$ cat src/rtl/text_pkg.sv
// Shared definitions for the text-mode screen writer and the display read path.
package text_pkg;
  localparam int COLS_DEF = 80;
  localparam int ROWS_DEF = 30;

  localparam logic [7:0] DEF_ATTR = 8'h70;
  localparam logic [7:0] SPACE    = 8'h20;
  localparam logic [7:0] CH_BS    = 8'h08;
  localparam logic [7:0] CH_LF    = 8'h0A;
  localparam logic [7:0] CH_FF    = 8'h0C;
  localparam logic [7:0] CH_CR    = 8'h0D;

  typedef enum logic [2:0] {IDLE, WR_CHR, WR_ATTR, CLR_ALL, CLR_LINE} state_t;

  typedef struct packed {
    logic        en;
    logic [15:0] addr;
    logic [7:0]  data;
  } wr_t;

  // sel=1 addresses the character byte, sel=0 the attribute byte of a cell
  function automatic logic [15:0] pack_addr(input logic [4:0] row, input logic [6:0] col,
                                            input logic sel);
    return {3'b000, row, col, sel};
  endfunction
endpackage

$ cat src/rtl/cell_clear_seq.sv
// Emits space/attribute byte pairs over a band of rows, one byte per cycle, then pulses done.
module cell_clear_seq
  import text_pkg::*;
#(
  parameter int         COLS     = COLS_DEF,
  parameter int         ROWS     = ROWS_DEF,
  parameter logic [7:0] RST_ATTR = 8'h70
) (
  input  logic       clk,
  input  logic       rst,
  input  logic       start,
  input  logic [4:0] start_row,
  input  logic [5:0] row_cnt,
  input  logic [7:0] attr,
  output wr_t        wr,
  output logic       done
);
  localparam logic [6:0] COL_LAST = 7'(COLS - 1);

  logic       running, sel;
  logic [4:0] row, end_row;
  logic [6:0] col;
  logic [7:0] fill_attr;
  logic       last;

  assign last = !sel && (col == COL_LAST) && (row == end_row);

  // Reset leaves the sequencer already running a full-screen clear.
  always_ff @(posedge clk) begin
    if (rst) begin
      running   <= 1'b1;
      sel       <= 1'b1;
      row       <= '0;
      col       <= '0;
      end_row   <= 5'(ROWS - 1);
      fill_attr <= RST_ATTR;
      done      <= 1'b0;
    end else begin
      done <= 1'b0;
      if (start) begin
        running   <= 1'b1;
        sel       <= 1'b1;
        row       <= start_row;
        col       <= '0;
        end_row   <= start_row + 5'(row_cnt - 6'd1);
        fill_attr <= attr;
      end else if (running) begin
        if (last) begin
          running <= 1'b0;
          done    <= 1'b1;
        end
        sel <= !sel;
        if (!sel) begin
          if (col == COL_LAST) begin
            col <= '0;
            row <= row + 5'd1;
          end else begin
            col <= col + 7'd1;
          end
        end
      end
    end
  end

  assign wr = '{en: running, addr: pack_addr(row, col, sel), data: (sel ? SPACE : fill_attr)};
endmodule

$ cat src/rtl/text_writer.sv
// Host byte stream to text screen RAM writer: cursor, control codes, line and screen clears.
module text_writer
  import text_pkg::*;
#(
  parameter int         COLS     = COLS_DEF,
  parameter int         ROWS     = ROWS_DEF,
  parameter logic [7:0] DEF_ATTR = 8'h70
) (
  input  logic        clk,
  input  logic        rst,
  input  logic        in_valid,
  input  logic [7:0]  in_data,
  output logic        in_ready,
  input  logic        attr_we,
  input  logic [7:0]  attr_in,
  output logic        wr_en,
  output logic [15:0] wr_addr,
  output logic [7:0]  wr_data,
  output logic [6:0]  cur_col,
  output logic [4:0]  cur_row,
  output logic        busy
);
  localparam logic [6:0] COL_LAST = 7'(COLS - 1);
  localparam logic [4:0] ROW_LAST = 5'(ROWS - 1);

  state_t     state;
  logic [7:0] attr, work_attr;
  logic [4:0] row_nxt;
  logic       accept, is_print, wrap;
  logic       seq_start, seq_done;
  logic [4:0] seq_row;
  logic [5:0] seq_cnt;
  wr_t        seq_wr;

  assign accept   = in_valid && in_ready;
  assign is_print = (in_data >= 8'h20) && (in_data <= 8'h7E);
  assign row_nxt  = (cur_row == ROW_LAST) ? 5'd0 : cur_row + 5'd1;
  assign wrap     = (state == WR_ATTR) && (cur_col == COL_LAST);
  assign busy     = !in_ready;

  // Clears are launched on the same edge the FSM enters its clear state.
  always_comb begin
    seq_start = 1'b0;
    seq_row   = row_nxt;
    seq_cnt   = 6'd1;
    if (accept && in_data == CH_FF) begin
      seq_start = 1'b1;
      seq_row   = '0;
      seq_cnt   = 6'(ROWS);
    end else if ((accept && in_data == CH_LF) || wrap) begin
      seq_start = 1'b1;
    end
  end

  cell_clear_seq #(.COLS(COLS), .ROWS(ROWS), .RST_ATTR(DEF_ATTR)) u_clr (
    .clk      (clk),
    .rst      (rst),
    .start    (seq_start),
    .start_row(seq_row),
    .row_cnt  (seq_cnt),
    .attr     (attr),
    .wr       (seq_wr),
    .done     (seq_done)
  );

  always_ff @(posedge clk) begin
    if (rst) begin
      state     <= CLR_ALL;
      in_ready  <= 1'b0;
      wr_en     <= 1'b0;
      wr_addr   <= '0;
      wr_data   <= '0;
      cur_col   <= '0;
      cur_row   <= '0;
      attr      <= DEF_ATTR;
      work_attr <= DEF_ATTR;
    end else begin
      if (attr_we) attr <= attr_in;
      wr_en <= 1'b0;
      case (state)
        IDLE: if (accept) begin
          if (is_print) begin
            wr_en     <= 1'b1;
            wr_addr   <= pack_addr(cur_row, cur_col, 1'b1);
            wr_data   <= in_data;
            work_attr <= attr;
            state     <= WR_CHR;
            in_ready  <= 1'b0;
          end else begin
            case (in_data)
              CH_CR: cur_col <= '0;
              CH_LF: begin
                cur_row  <= row_nxt;
                state    <= CLR_LINE;
                in_ready <= 1'b0;
              end
              CH_BS: if (cur_col != 7'd0) cur_col <= cur_col - 7'd1;
              CH_FF: begin
                cur_row  <= '0;
                cur_col  <= '0;
                state    <= CLR_ALL;
                in_ready <= 1'b0;
              end
              default: ;
            endcase
          end
        end
        WR_CHR: begin
          wr_en   <= 1'b1;
          wr_addr <= pack_addr(cur_row, cur_col, 1'b0);
          wr_data <= work_attr;
          state   <= WR_ATTR;
        end
        WR_ATTR: begin
          if (cur_col == COL_LAST) begin
            cur_col <= '0;
            cur_row <= row_nxt;
            state   <= CLR_LINE;
          end else begin
            cur_col  <= cur_col + 7'd1;
            state    <= IDLE;
            in_ready <= 1'b1;
          end
        end
        CLR_ALL, CLR_LINE: begin
          wr_en   <= seq_wr.en;
          wr_addr <= seq_wr.addr;
          wr_data <= seq_wr.data;
          if (seq_done) begin
            state    <= IDLE;
            in_ready <= 1'b1;
          end
        end
        default: state <= IDLE;
      endcase
    end
  end
endmodule

$ cat config.mk
export PLATFORM = sky130hd
export DESIGN_NAME = text_writer
export DESIGN_NICKNAME = d
export VERILOG_FILES = /design/src/rtl/text_pkg.sv /design/src/rtl/cell_clear_seq.sv /design/src/rtl/text_writer.sv
export SDC_FILE = /design/constraint.sdc
export NUM_CORES = 1
export LEC_CHECK = 0
export BUFFER_PORTS_ARGS = -buffer_cell sky130_fd_sc_hd__clkbuf_2
export CORE_AREA = 2 2 94 96
export CTS_CLUSTER_SIZE = 30
export DETAILED_ROUTE_END_ITERATION = 7
export DIE_AREA = 0 0 96 98
export MAX_ROUTING_LAYER = met4
export PLACE_DENSITY_LB_ADDON = 0.1
export SLEW_MARGIN = 20
export SYNTH_ARGS = -nofsm -noshare
export SYNTH_HDL_FRONTEND = slang
export SYNTH_HIERARCHICAL = 1
export SYNTH_SLANG_ARGS = --single-unit
$ cat constraint.sdc
create_clock -name clk -period 4.35 [get_ports clk]
set_input_delay 0.87 -clock clk [delete_from_list [all_inputs] [get_ports clk]]
set_output_delay 0.87 -clock clk [all_outputs]
set_load 0.01 [all_outputs]
### Word level (Yosys, flattened, before mapping)

Index checks and enable logic that the tools add are counted.

| word-level totals | value |
|---|---|
| register bits | 85 |
| output and inout bits | 39 |
| word-level logic and storage cells | 127 |

| cells by class | value |
|---|---|
| add/subtract/negate cells | 7 |
| order comparisons | 2 |
| equality and inequality tests | 24 |
| muxes and demuxes | 46 |
| bitwise logic cells | 2 |
| reductions and logical operators | 30 |

Operators by type and width:

| kind | count |
|---|---|
| 5-bit two-way mux | 10 |
| 16-bit case mux with 3 select lines | 1 |
| 7-bit two-way mux | 5 |
| 8-bit by 4-bit == test with 1-bit output, second input constant | 4 |
| 16-bit two-way mux | 2 |
| 7-bit case mux with 2 select lines | 2 |
| 8-bit two-way mux | 3 |
| 8-bit case mux with 3 select lines | 1 |
| 5-bit case mux with 2 select lines | 2 |
| 5-bit AND reduction | 3 |
| 7-bit by 1-bit adder with 7-bit output, second input constant | 2 |
| 7-bit == test, second input constant | 2 |
| 1-bit two-way mux | 12 |
| 3-bit two-way mux | 4 |
| 3-bit case mux with 4 select lines | 1 |
| 3-bit AND reduction | 4 |
| 5-bit by 1-bit adder with 5-bit output, second input constant | 2 |
| 2-bit inequality test, second input constant | 5 |
| 3-bit inequality test, second input constant | 3 |
| 8-bit by 6-bit greater-or-equal comparator with 1-bit output, second input constant | 1 |
| 8-bit by 7-bit <= comparator with 1-bit output, second input constant | 1 |
| 2-bit OR reduction | 4 |
| 1-bit logical AND | 7 |
| 7-bit nonzero test | 1 |
| other kinds (21) | 29 |

### Depth between registers and ports, before layout

Gate-level depths: netlist of run 1.

| logic depth | value |
|---|---|
| depth in word-level cells | 7 |
| gate-level depth with buffers | 14 |

### Modules after synthesis

Netlist of run 1, hierarchy kept.

By module, submodules not included:

| module | instances | cells each | area each (µm²) | seq. area each (µm²) |
|---|---|---|---|---|
| text_writer | 1 | 394 | 3245.6 | 1141.1 |
| cell_clear_seq | 1 | 175 | 1534.0 | 560.5 |

### Worst setup path after synthesis of run 1

OpenSTA, ideal clock, no wires.

| timing path | value |
|---|---|
| path type | input to register |
| start point | in in_data[4] |
| end point | reg u_clr.end_row[3] |
| data arrival time | 3300 ps |
| path slack | 930 ps |
| cell stages on the path | 14 |
| buffers on the path | 0 |
| cell sequence | nor3b_1 > nand2_1 > or4_1 > inv_1 > nor3_1 > inv_1 > ha_1 > inv_1 > ha_1 > inv_1 > fa_1 > xor2_1 > nor2_1 > a211o_1 |

| on the way | value |
|---|---|
| word-level cells in the longest chain between the ends | 5 |
| elaborated cells on any way between the ends | 11 |
| those cells by class | add/sub: 2; eq/ne: 2; mux: 4; reduce/logical: 3 |

RTL lines:

| element | RTL line | RTL |
|---|---|---|
| from (decl) | text_writer.sv:12 | `input logic [7:0] in_data,` |
| 8-bit by 4-bit == test with 1-bit output | text_writer.sv:46 | `if (accept && in_data == CH_FF) begin` |
| 1-bit logical AND | text_writer.sv:46 |  |
| 5-bit two-way mux | text_writer.sv:46 |  |
| via seq_cnt[0] | text_writer.sv:32 | `logic [5:0] seq_cnt;` |
| 5-bit by 1-bit subtractor with 5-bit output | cell_clear_seq.sv:45 | `end_row <= start_row + 5'(row_cnt - 6'd1);` |
| 5-bit adder | cell_clear_seq.sv:45 |  |
| to (signal assigned) | cell_clear_seq.sv:35 | `end_row <= 5'(ROWS - 1);` |
| to (signal assigned) | cell_clear_seq.sv:45 |  |
| to (decl) | cell_clear_seq.sv:21 | `logic [4:0] row, end_row;` |

The timed path passes the listed nets, and every way through them passes these cells.
A chain may end at the register's enable or synchronous reset.

### Worst setup path in the final report of run 1

Same ends and word-level chain as after synthesis.

==> results.txt, run 1 <==
----------------------------------------------------
[Timing]
  Part of the cycle the worst path needs ... 85.5%
  Final Hold Fails ... 0
  Slew Limit Headroom ... 29.5%
  Minimum clock period after layout ... 3.72 ns
  Worst hold slack ... 0.476 ns
  Final count of negative-setup-slack endpoints ... 0
  Number of max-slew violations in the final report ... 0
  Final TNS setup ... 0 ns
  Timing-limited maximum frequency ... 269 MHz
  Setup repair after global routing missed its margin ... no
  Setup Skew ... 0.0125 ns
  Transition time of the tightest slew-check pin ... 1.06 ns

[Job]
  Max-Cap Viols ... 0

[Drt]
  Avg Vias per Cell ... 5.79
  Count of TritonRoute iterations in the first routing pass ... 5
  First DRT Iteration DRCs ... 278
  Total number of vias ... 4107
  Routed len/inst ... 15.6 µm
  Final antenna-violating net count ... 0
  Number of remaining DRC errors ... 0
  Final Routed Wirelength ... 11000 µm

[Clock tree]
  Maximum number of buffers from clock root to sink ... 2
  CTS tree ... yes
  Number of resized instances in the post-cts repair step ... 0
  Number of buffers inserted during clock tree synthesis ... 9
  Clock-pin slew on the worst setup and hold paths ... 0.09 ns
  Clock latency of the later-clocked register in the worst-skew pair ... 0.36 ns
  CTS Hold Buffers Added ... 0
  CTS root buf ... sky130_fd_sc_hd__clkbuf_8
  Num Clock Sinks ... 85
  Setup repair bufs after CTS ... 0
  Htree depth ... 3

[Worst setup path]
  Required time reported for the critical path endpoint ... 4.60 ns
  Crit Path Category ... in2reg
  Sort of element at the end of the critical path ... flip-flop
  Peak fanout along the critical path ... 9
  Worst EP arrival ... 3.96 ns
  Sort of element at the start of the critical path ... input port

[Placement]
  Dpl cells ... 693
  Area post-placement ... 5020 µm²
  Final Wtd Congestion ... 0.865
  Input/output buffers ... 58
  Dpl hpwl ... 7810 µm

[Die]
  Num rows ... 34
  Standard cell core area ... 8470 µm²
  Starting Density ... 56.4%
  Die ar. ... 9410 µm²
  Number of top-level pins ... 59
  Die Height ... 98 µm
  Width of the die ... 96 µm

[Synthesis]
  Combined area of all synthesized cells ... 4780 µm²
  Warning count from the yosys run ... 6
  Mean instance size in the synthesized netlist ... 8.41 µm²
  Mapped Cells ... 568

[Final layout]
  Antenna diode instance count ... 0
  Post-synthesis to final-layout area growth ... 9.20%
  Final Cell Area ... 5220 µm²
  Proportion of layout cells with a drive suffix above 1 ... 16.8%
  Post-layout net count ... 630
  Final Non-Filler Cells ... 709

[Global routing]
  Gr ovfl total ... 0
  Total global routing track utilization ... 24.9%
  Largest net degree at the start of global routing ... 50
  First-pass GRT wire length ... 18100 µm
  Number of antenna violations at the first check in global routing ... 0
  Via count of the first global-routing pass ... 3718

[Pwr]
  Ratio of total power to cell area ... 490 nW/µm²
  Max rail drop VDD ... 0.206 mV
  Pleak ... 2.08 nW

[Run status]
  Status ... complete, no violations

[Hold path]
  Path category of the worst min-delay check ... reg2reg

----------------------------------------------------
==> final timing paths <==
| kind | cells past startpoint | start | slack [ns] | endpoint |
|---|---|---|---|---|
| worst max register to register | 13 | in_ready | 1.25 | u_clr/end_row[3] |
| worst min-delay path | 2 | wr_addr[13] | 0.48 | wr_addr[13] |
| worst min register to register | 2 | wr_addr[13] | 0.48 | wr_addr[13] |
| worst max-delay path | 15 | in_data[4] | 0.63 | u_clr/end_row[3] |
==> where the power goes <==
group	internal, mW	leakage, nW	switching (mW)	total [mW]
Sequential	0.894	0.693	0.162	1.06
Combinational	0.391	1.29	0.532	0.923
Clock	0.271	0.0935	0.308	0.579
Total	1.56	2.08	1.00	2.56
==> cell type report <==
| cell class | count | area (µm²) |
|---|---|---|
| sequential | 85 | 1700 |
| clock inverter | 6 | 71.3 |
| clock buffer | 10 | 128 |
| multi-input combinational | 411 | 2760 |
| inverter | 27 | 101 |
| tap | 108 | 135 |
| fill | 767 | 3250 |
| timing repair buffer | 62 | 320 |
==> through the flow <==
step                      setup slack, ns  util, %  power, mW
after global placement              0.498     59.3       1.98
after floorplan                     0.930        -       1.75
final                               0.630     61.6       2.56
after global routing                0.393     61.6       2.75
after detailed placement            0.327     59.3       1.99
after CTS                           0.686     61.6       2.58
==> sequential cells by signal, indices dropped and copies added, names as in the netlist <==
register	flops
attr	8
cur_col	7
cur_row	5
in_ready	1
state	3
u_clr/col	7
u_clr/done	1
u_clr/end_row	5
u_clr/fill_attr	8
u_clr/row	5
u_clr/running	1
u_clr/sel	1
work_attr	8
wr_addr	16
wr_data	8
wr_en	1
==> worst max-delay path, cell delays in order <==
cell                       delay (ns)
sky130_fd_sc_hd__clkbuf_2        0.11
sky130_fd_sc_hd__nor3b_1         0.52
sky130_fd_sc_hd__nand2_1         0.20
sky130_fd_sc_hd__or4_1           0.51
sky130_fd_sc_hd__inv_1           0.26
sky130_fd_sc_hd__nor3_1          0.12
sky130_fd_sc_hd__inv_1           0.07
sky130_fd_sc_hd__ha_1            0.22
sky130_fd_sc_hd__inv_1           0.06
sky130_fd_sc_hd__ha_1            0.17
sky130_fd_sc_hd__inv_1           0.06
sky130_fd_sc_hd__fa_1            0.37
sky130_fd_sc_hd__xor2_1          0.15
sky130_fd_sc_hd__nor2_1          0.06
sky130_fd_sc_hd__a211o_1         0.23
==> metal layers <==
| metal | global-route usage, % | vias to the layer above | part of all wire, % |
|---|---|---|---|
| met1 | 35.1 | 1914 | 49 |
| met2 | 35.8 | 101 | 45 |
| li1 | - | 2071 | - |
| met4 | 7.80 | 0 | 2.1 |
| met3 | 4.94 | 21 | 4.5 |
| met5 | - | - | 0 |
==> placed cells by master (no fill, tap or decap), types with 4 or more instances in the layout <==
cell and instances:
sky130_fd_sc_hd__nor4_1 7, sky130_fd_sc_hd__nand4_1 4, sky130_fd_sc_hd__clkbuf_2 58, sky130_fd_sc_hd__nor2b_1 28
sky130_fd_sc_hd__mux2i_1 30, sky130_fd_sc_hd__a211oi_1 13, sky130_fd_sc_hd__a211o_1 11, sky130_fd_sc_hd__mux2_2 8
sky130_fd_sc_hd__a21o_1 5, sky130_fd_sc_hd__ha_1 13, sky130_fd_sc_hd__nand2b_1 11, sky130_fd_sc_hd__xor2_1 6
sky130_fd_sc_hd__a21oi_1 47, sky130_fd_sc_hd__nor3_1 12, sky130_fd_sc_hd__o21ai_0 29, sky130_fd_sc_hd__xnor2_1 15
sky130_fd_sc_hd__nor2_1 55, sky130_fd_sc_hd__nand2_1 27, sky130_fd_sc_hd__and3_1 4, sky130_fd_sc_hd__dfxtp_1 85
sky130_fd_sc_hd__or3_1 8, sky130_fd_sc_hd__clkbuf_8 9, sky130_fd_sc_hd__nand3_1 10, sky130_fd_sc_hd__inv_1 27
sky130_fd_sc_hd__a32oi_1 9, sky130_fd_sc_hd__buf_4 4
Note: power is estimated with default switching activity, not from simulation.
==> inputs of run 2 (changes only) <==
--- a/config.mk
+++ b/config.mk
@@ -6,10 +6,12 @@
 export NUM_CORES = 1
 export LEC_CHECK = 0
 export BUFFER_PORTS_ARGS = -buffer_cell sky130_fd_sc_hd__clkbuf_2
-export CORE_AREA = 2 2 94 96
+export CELL_PAD_IN_SITES_DETAIL_PLACEMENT = 0
+export CELL_PAD_IN_SITES_GLOBAL_PLACEMENT = 1
+export CORE_AREA = 2 2 108 110
 export CTS_CLUSTER_SIZE = 30
 export DETAILED_ROUTE_END_ITERATION = 7
-export DIE_AREA = 0 0 96 98
+export DIE_AREA = 0 0 110 112
 export MAX_ROUTING_LAYER = met4
 export PLACE_DENSITY_LB_ADDON = 0.1
 export SLEW_MARGIN = 20
==> run 2 against run 1 <==
Against the previous run: wire length grew 5.7%; fmax grew 1.9%; highest routed layer unchanged; count of clock-buffer cells in the layout grew 1; critical endpoint unchanged; critical path type unchanged.
==> results.txt, run 2 (synthesis results as in run 1) <==
----------------------------------------------------
[Run status]
  Status ... complete, no violations

[Timing]
  Final Hold Fails ... 0 (unchanged)
  Setup Skew ... 0.00623 ns (-0.00624 ns)
  Timing-limited maximum frequency ... 274 MHz (+1.9%)
  Part of the cycle the worst path needs ... 83.9% (-1.6 points)
  Final TNS setup ... 0 ns (unchanged)
  Transition time of the tightest slew-check pin ... 0.995 ns (-0.0622 ns)
  Number of max-slew violations in the final report ... 0 (unchanged)
  Minimum clock period after layout ... 3.65 ns (-0.0695 ns)
  Slew Limit Headroom ... 33.7% (+4.1 points)
  Final count of negative-setup-slack endpoints ... 0 (unchanged)
  Setup repair after global routing missed its margin ... no

[Global routing]
  GRT busiest layer ... met2
  Number of antenna violations at the first check in global routing ... 0 (unchanged)
  Via count of the first global-routing pass ... 3793 (+2.0%)
  Gr ovfl total ... 0 (unchanged)
  Total global routing track utilization ... 20.5% (-4.4 points)
  First-pass GRT wire length ... 19200 µm (+6.1%)
  Fraction of met1 tracks used by global routing ... 27.6% (-7.5 points)
  Largest net degree at the start of global routing ... 47 (-6.0%)
  Met2 Resource Use GR ... 28.7% (-7.1 points)
  Routing usage on met3 ... 5.04% (+0.097 points)

[Drt]
  Final antenna-violating net count ... 0 (unchanged)
  Avg Vias per Cell ... 5.53 (-4.6%)
  Count of TritonRoute iterations in the first routing pass ... 4 (-1)
  Total number of vias ... 4095 (-0.29%)
  Number of remaining DRC errors ... 0 (unchanged)
  First DRT Iteration DRCs ... 319 (+15%)
  Final Routed Wirelength ... 11700 µm (+5.7%)
  Routed len/inst ... 15.7 µm (+1.1%)

[Clock tree]
  CTS Hold Buffers Added ... 0 (unchanged)
  Setup repair bufs after CTS ... 0 (unchanged)
  Number of buffers inserted during clock tree synthesis ... 9 (unchanged)
  Clock-pin slew on the worst setup and hold paths ... 0.06 ns (-0.03 ns)
  Clock latency of the later-clocked register in the worst-skew pair ... 0.35 ns (about the same)
  CTS tree ... yes
  Num Clock Sinks ... 85 (unchanged)
  Number of resized instances in the post-cts repair step ... 0 (unchanged)
  Htree depth ... 3 (unchanged)
  CTS root buf ... sky130_fd_sc_hd__clkbuf_16
  Maximum number of buffers from clock root to sink ... 2 (unchanged)

[Die]
  Width of the die ... 110 µm (+15%)
  Num rows ... 39 (+15%)
  Die Height ... 112 µm (+14%)
  Starting Density ... 42.7% (-14 points)
  Die ar. ... 12300 µm² (+31%)
  Standard cell core area ... 11200 µm² (+32%)
  Number of top-level pins ... 59 (unchanged)

[Final layout]
  Max FFs per register ... 16 (unchanged)
  Post-synthesis to final-layout area growth ... 12.6%
  Biggest register ... wr_addr
  Top library cells by usage in the layout, fill and taps aside ... sky130_fd_sc_hd__dfxtp_1, sky130_fd_sc_hd__clkbuf_2, sky130_fd_sc_hd__nor2_1
  Antenna diode instance count ... 0 (unchanged)
  Post-layout net count ... 629 (-0.16%)
  Final core utilization ... 48.1% (-13 points)
  Leading cell type in the layout, fill and taps excluded ... sky130_fd_sc_hd__dfxtp_1
  Proportion of layout cells with a drive suffix above 1 ... 16.7% (-0.083 points)

[Placement]
  Input/output buffers ... 58 (unchanged)
  Dpl hpwl ... 8190 µm (+4.9%)
  Final Wtd Congestion ... 0.892 (+3.2%)

[Worst setup path]
  Peak fanout along the critical path ... 9 (unchanged)
  Worst EP arrival ... 3.89 ns (-0.07 ns)
  Sort of element at the start of the critical path ... input port
  Required time reported for the critical path endpoint ... 4.59 ns (about the same)
  Crit Path Category ... in2reg
  Setup slack on the worst flop-to-flop path ... 1.29 ns (+0.04 ns)
  Sort of element at the end of the critical path ... flip-flop

[Job]
  Max-Cap Viols ... 0 (unchanged)

[Pwr]
  Max rail drop VDD ... 0.292 mV (+42%)
  Pleak ... 2.14 nW (+2.9%)
  Ratio of total power to cell area ... 527 nW/µm² (+7.4%)

[Hold path]
  Path category of the worst min-delay check ... reg2reg

----------------------------------------------------
## run 2: worst paths after layout
kind	depth (start not counted)	start	endpoint
worst min-delay path	2	attr[0]	work_attr[0]
worst min register to register	2	attr[0]	work_attr[0]
worst max register to register	13	in_ready	u_clr/end_row[3]
worst max-delay path	15	in_data[4]	u_clr/end_row[3]
## run 2: report_power, final
part	switching (mW)	total (mW)	internal (mW)
Sequential	0.162	1.06	0.895
Combinational	0.545	0.932	0.387
Clock	0.314	0.844	0.530
Total	1.02	2.83	1.81
## run 2: cell type report
type	count	area [µm²]
inverter	27	101
tap	143	179
sequential	85	1700
clock buffer	11	253
timing repair buffer	61	313
clock inverter	3	68.8
multi-input combinational	411	2760
fill	1096	5800
## run 2: through the flow
step | instance area, µm² | cells | hold WS [ns] | power, mW | setup WS (ns)
floorplan | 4780 | 570 | 0.444 | 1.75 | 0.930
global placement | 5060 | 727 | 0.457 | 2.00 | 0.495
detailed placement | 5060 | 727 | 0.465 | 2.00 | 0.393
CTS | 5380 | 741 | 0.475 | 2.86 | 0.736
global route | 5380 | 741 | 0.503 | 3.02 | 0.344
finish | 5380 | 741 | 0.472 | 2.83 | 0.700
## run 2: worst max-delay path, stage by stage
cell	delay, ns
sky130_fd_sc_hd__clkbuf_2	0.12
sky130_fd_sc_hd__nor3b_1	0.46
sky130_fd_sc_hd__nand2_1	0.20
sky130_fd_sc_hd__or4_1	0.52
sky130_fd_sc_hd__inv_1	0.26
sky130_fd_sc_hd__nor3_1	0.11
sky130_fd_sc_hd__inv_1	0.07
sky130_fd_sc_hd__ha_1	0.22
sky130_fd_sc_hd__inv_1	0.06
sky130_fd_sc_hd__ha_1	0.17
sky130_fd_sc_hd__inv_1	0.06
sky130_fd_sc_hd__fa_1	0.37
sky130_fd_sc_hd__xor2_1	0.14
sky130_fd_sc_hd__nor2_1	0.05
sky130_fd_sc_hd__a211o_1	0.22
## run 2: layer usage
metal	wire (µm)	part of all wire, %
met1	5760	49
met2	5030	43
met3	489	4.2
met4	379	3.3
met5	0	0
